<file path="src/rtl/pipe_stage_reg.sv">
// pipe_stage_reg -- parametrised valid/ready pipeline stage register.
//
// Carries a CTRL_W control bundle and a DATA_W operand bundle between two
// datapath stages. A main entry (M) drives the outputs; a skid entry (S)
// catches the one beat that can arrive while downstream stalls, so the stage
// sustains one beat per cycle with in_ready driven purely from a register.
//
// Ports:
//   CLK_PReg    clock, rising edge
//   RST_PReg    synchronous reset, active-low (wins over everything)
//   CLR_PReg    synchronous flush, active-high (empties both entries)
//   in_valid / in_ready / in_ctrl / in_data      upstream handshake + payload
//   out_valid / out_ready / out_ctrl / out_data  downstream handshake + payload
//   occ         number of valid entries, 0..2
//
// Optional feature, macro PSR_PERF_CNT_EN:
//   stall_cnt   saturating count of cycles with out_valid=1 and out_ready=0
//   bubble_cnt  saturating count of flush cycles that found a non-empty stage
module pipe_stage_reg #(
    parameter int CTRL_W = 10,
    parameter int DATA_W = 111,
    parameter int CNT_W  = 16
) (
    input  logic              CLK_PReg,
    input  logic              RST_PReg,
    input  logic              CLR_PReg,
    input  logic              in_valid,
    output logic              in_ready,
    input  logic [CTRL_W-1:0] in_ctrl,
    input  logic [DATA_W-1:0] in_data,
    output logic              out_valid,
    input  logic              out_ready,
    output logic [CTRL_W-1:0] out_ctrl,
    output logic [DATA_W-1:0] out_data,
    output logic [1:0]        occ
`ifdef PSR_PERF_CNT_EN
    ,
    output logic [CNT_W-1:0]  stall_cnt,
    output logic [CNT_W-1:0]  bubble_cnt
`endif
);

    logic              mainVld, skidVld;
    logic [CTRL_W-1:0] mainCtrl, skidCtrl;
    logic [DATA_W-1:0] mainData, skidData;
    logic              inFire, outFire;

    assign in_ready  = !skidVld;
    assign out_valid = mainVld;
    assign out_ctrl  = mainCtrl;
    assign out_data  = mainData;
    assign occ       = {1'b0, mainVld} + {1'b0, skidVld};

    assign inFire  = in_valid & !skidVld;
    assign outFire = mainVld & out_ready;

    always_ff @(posedge CLK_PReg) begin
        if (!RST_PReg || CLR_PReg) begin
            mainVld  <= 1'b0;
            skidVld  <= 1'b0;
            mainCtrl <= '0;
            mainData <= '0;
            skidCtrl <= '0;
            skidData <= '0;
        end else if (skidVld) begin
            // Skid full: upstream is blocked, only a drain can move state.
            // The skid entry only fills while main is valid, so main stays valid.
            if (outFire) begin
                mainCtrl <= skidCtrl;
                mainData <= skidData;
                skidVld  <= 1'b0;
            end
        end else if (inFire && (!mainVld || outFire)) begin
            mainVld  <= 1'b1;
            mainCtrl <= in_ctrl;
            mainData <= in_data;
        end else if (inFire) begin
            // Main is stalled: park the new beat in the skid entry.
            skidVld  <= 1'b1;
            skidCtrl <= in_ctrl;
            skidData <= in_data;
        end else if (outFire) begin
            // Payload left stale; it is invisible once out_valid drops.
            mainVld <= 1'b0;
        end
    end

`ifdef PSR_PERF_CNT_EN
    // Counters observe pre-edge state and ignore flush; only reset clears them.
    always_ff @(posedge CLK_PReg) begin
        if (!RST_PReg) begin
            stall_cnt  <= '0;
            bubble_cnt <= '0;
        end else begin
            if (mainVld && !out_ready && (stall_cnt != '1))
                stall_cnt <= stall_cnt + 1'b1;
            if (CLR_PReg && (mainVld || skidVld) && (bubble_cnt != '1))
                bubble_cnt <= bubble_cnt + 1'b1;
        end
    end
`endif

endmodule

</file>
<file path="config.mk">
export PLATFORM = sky130hd
export DESIGN_NAME = pipe_stage_reg
export DESIGN_NICKNAME = d
export VERILOG_FILES = /design/src/rtl/pipe_stage_reg.sv
export SDC_FILE = /design/constraint.sdc
export NUM_CORES = 1
export LEC_CHECK = 0
export BUFFER_PORTS_ARGS = -buffer_cell sky130_fd_sc_hd__clkbuf_2
export CAP_MARGIN = 25
export CORE_MARGIN = 5
export CORE_UTILIZATION = 48
export DETAILED_ROUTE_END_ITERATION = 7
export PLACE_DENSITY = 0.76
export SYNTH_ARGS = -nofsm -noshare
export SYNTH_HDL_FRONTEND = slang
export SYNTH_SLANG_ARGS = --single-unit
</file>
<file path="constraint.sdc">
create_clock -name CLK_PReg -period 1.5 [get_ports CLK_PReg]
set_input_delay 0.225 -clock CLK_PReg [delete_from_list [all_inputs] [get_ports CLK_PReg]]
set_output_delay 0.225 -clock CLK_PReg [all_outputs]
set_load 0.03 [all_outputs]
</file>
==> impl_metrics.toml <==
[logic_synthesis]
syn_nets = 1221
ys_warn_count = 0
syn_area_um2 = 10200
syn_area_per_cell_um2 = 9.32
ys_seq_area_frac = 0.479
ys_ff_latch = 244
netlist_instances = 1094
netlist-cell-type-count = 20

[drt]
drc = 0
drt_pre_antenna_iters = 5
final_antenna_net_count = 0
avgRoutedWirePerCell_um = 18.9
via_count = 9714
drt_iter0_markers = 614
vias_per_cell = 5.60
drt-total-wl_mm = 32.8

[sta]
setup_ws_ns = -0.123
hold_violations = 0
skew_ns = 0.0136
tightest_slew_ns = 0.487
setup_tns_ns = -10.14
slew-limit-headroom = 0.675
post-route-min-period_ns = 1.62
max_clock_freq_mhz = 616
drv_slew = 0
setup_viol = 222
timing.final.crit_share = 1.08
rsz0062_at_grt = "yes"

[pwr]
p_clk_frac = 0.435
p_per_area_nw_per_um2 = 1070
total_power_mw = 15.7
internal_power_mw = 11.7
p_sw_mw = 4.00
p_sw_frac = 0.254
pwr-share-comb = 0.136
ir_worst_vdd_v = 0.000868
pwr-share-seq = 0.429
total_leakage_power_nw = 5.33

[die]
die_y_um = 156
core_um2 = 21000
initial_core_util = 0.486
die_area_um2 = 24300
die_x_um = 156
rows = 53
num_io_pins = 251

[setup_path]
arrival_ns = 2.02
worst_setup_path_end_kind = "flip-flop"
rrSetupSlack_ns = -0.12
crit_fanout = 76
critPathKind = "reg2reg"
required_ns = 1.89
worst_setup_path_start_kind = "flip-flop"

[cts]
clk_pin_slew_ns = 0.07
clock-sinks = 244
clk_latency_ns = 0.52
clockBufferDepth = 3
cts_tree = "yes"
cts_buffers = 26
cts_max_level = 1
cts_root_buffer = "clkbuf_16"

[global_route]
track_usage = 0.245
grt_pass1_vias = 9930
overflow = 0
grt_pass1_wl_mm = 49.6
grt_max_degree = 77
antenna_found_initial = 2

[final_layout]
stdcell_count = 1735
syn2layout_area_growth_pct = 44.3
final_cell_mix = "clkbuf_2, nand2_1, dfxtp_1"
layout-drive-gt1-share = 0.353
nets = 1565
layout_commonest_cell = "clkbuf_2"
nFillCells = 1466

[placement]
pre_cts_slack_ns = -0.0810
gp_congestion = 0.819
numPortBuffers = 250
placed_cells = 1547
post-dp-hpwl_mm = 17.4

[worst_hold_path]
holdCritPathClass = "in2reg"

[status]
status = "finished, violations left"
violations = "negative setup slack"

[flow_run]
drv_cap = 0
==> metal layers <==
layer / part of all wire / global-route usage
met1: 0.39 / 0.276
met2: 0.50 / 0.435
met3: 0.056 / 0.0469
met4: 0.049 / 0.133
met5: 0 / 0
==> layout make-up <==
cell class / count / area, um2 / share of cell area
Antenna cell: 2 / 5.00 / 0.000340
Clock buffer: 40 / 805 / 0.0547
Clock inverter: 8 / 124 / 0.00842
Inverter: 2 / 20.0 / 0.00136
Multi-Input combinational cell: 740 / 5130 / 0.349
Sequential cell: 244 / 4890 / 0.333
Tap cell: 275 / 344 / 0.0234
Timing Repair Buffer: 424 / 3390 / 0.230
==> logic make-up (layout without fill, tap and decap cells) <==
kind of cell | count (synthesis) | count (layout) | synth area share
compound gates | 366 | 366 | 0.254
simple gates | 250 | 251 | 0.0941
flops | 244 | 244 | 0.479
mux | 122 | 122 | 0.120
buf+inv | 111 | 474 | 0.0516
fa+ha+maj | 1 | 1 | 0.00123
other cells | 0 | 2 | 0
==> critical path, stage by stage, from the launching register on <==
cell      delay [ns]
dfxtp_4         0.35
buf_4           0.17
mux2_4          0.36
buf_16          0.25
a21oi_1         0.27
a211oi_2        0.08
==> power groups by stage <==
| stage | clock, mW | sequential (mW) | combinational, mW |
|---|---|---|---|
| 2_1_floorplan | 0 | 7.16 | 0.806 |
| 3_3_place_gp | 0 | 6.89 | 1.67 |
| 3_5_place_dp | 0 | 6.89 | 1.69 |
| 4_1_cts | 6.92 | 6.74 | 2.00 |
| 5_1_grt | 7.21 | 6.76 | 2.26 |
| 6_report | 6.84 | 6.75 | 2.13 |
==> synthesized netlist by cell type, drive strengths merged <==
cell type	instances	area [um2]
a211oi	121	1360
ha	1	12.5
buf	34	236
mux2i	121	1210
mux2	1	15.0
and2	1	6.26
dfxtp	244	4880
a21oi	244	1220
nand2	244	916
nand4bb	1	11.3
clkbuf	75	282
nor4bb	1	10.0
nand2b	2	12.5
o21ai	1	5.00
inv	2	7.50
nor2	1	3.75
==> metrics by stage <==
stage	area [um2]	utilization	hold slack (ns)
4_1_cts	14200	0.680	0.0212
6_report	14700	0.702	0.0519
5_1_grt	14700	0.702	0.0503
3_5_place_dp	11900	0.567	0.446
2_1_floorplan	10200	-	0.361
3_3_place_gp	11900	0.567	0.441
==> what timing repair did <==
action,4_1_cts,5_1_grt
pin swaps,2,1
endpoints found under the hold margin,121,0
buffers inserted,4,5
hold buffers,121,0
gates cloned,3,5
resized for setup,23,82
setup endpoints to repair,47,242
==> registers in the layout (all words and copies together), names as in the netlist <==
| signal | flops |
|---|---|
| skidData | 111 |
| out_data | 111 |
| skidCtrl | 10 |
| skidVld | 1 |
| out_valid | 1 |
| out_ctrl | 10 |
==> path summary, 6_finish.rpt <==
path                from           end  cells past startpoint
max              skidVld  out_data[67]                      5
min             in_valid     out_valid                      3
max reg2reg      skidVld  out_data[67]                      5
min reg2reg  skidData[5]   skidData[5]                      2
Power figures use the tool's default switching activity.
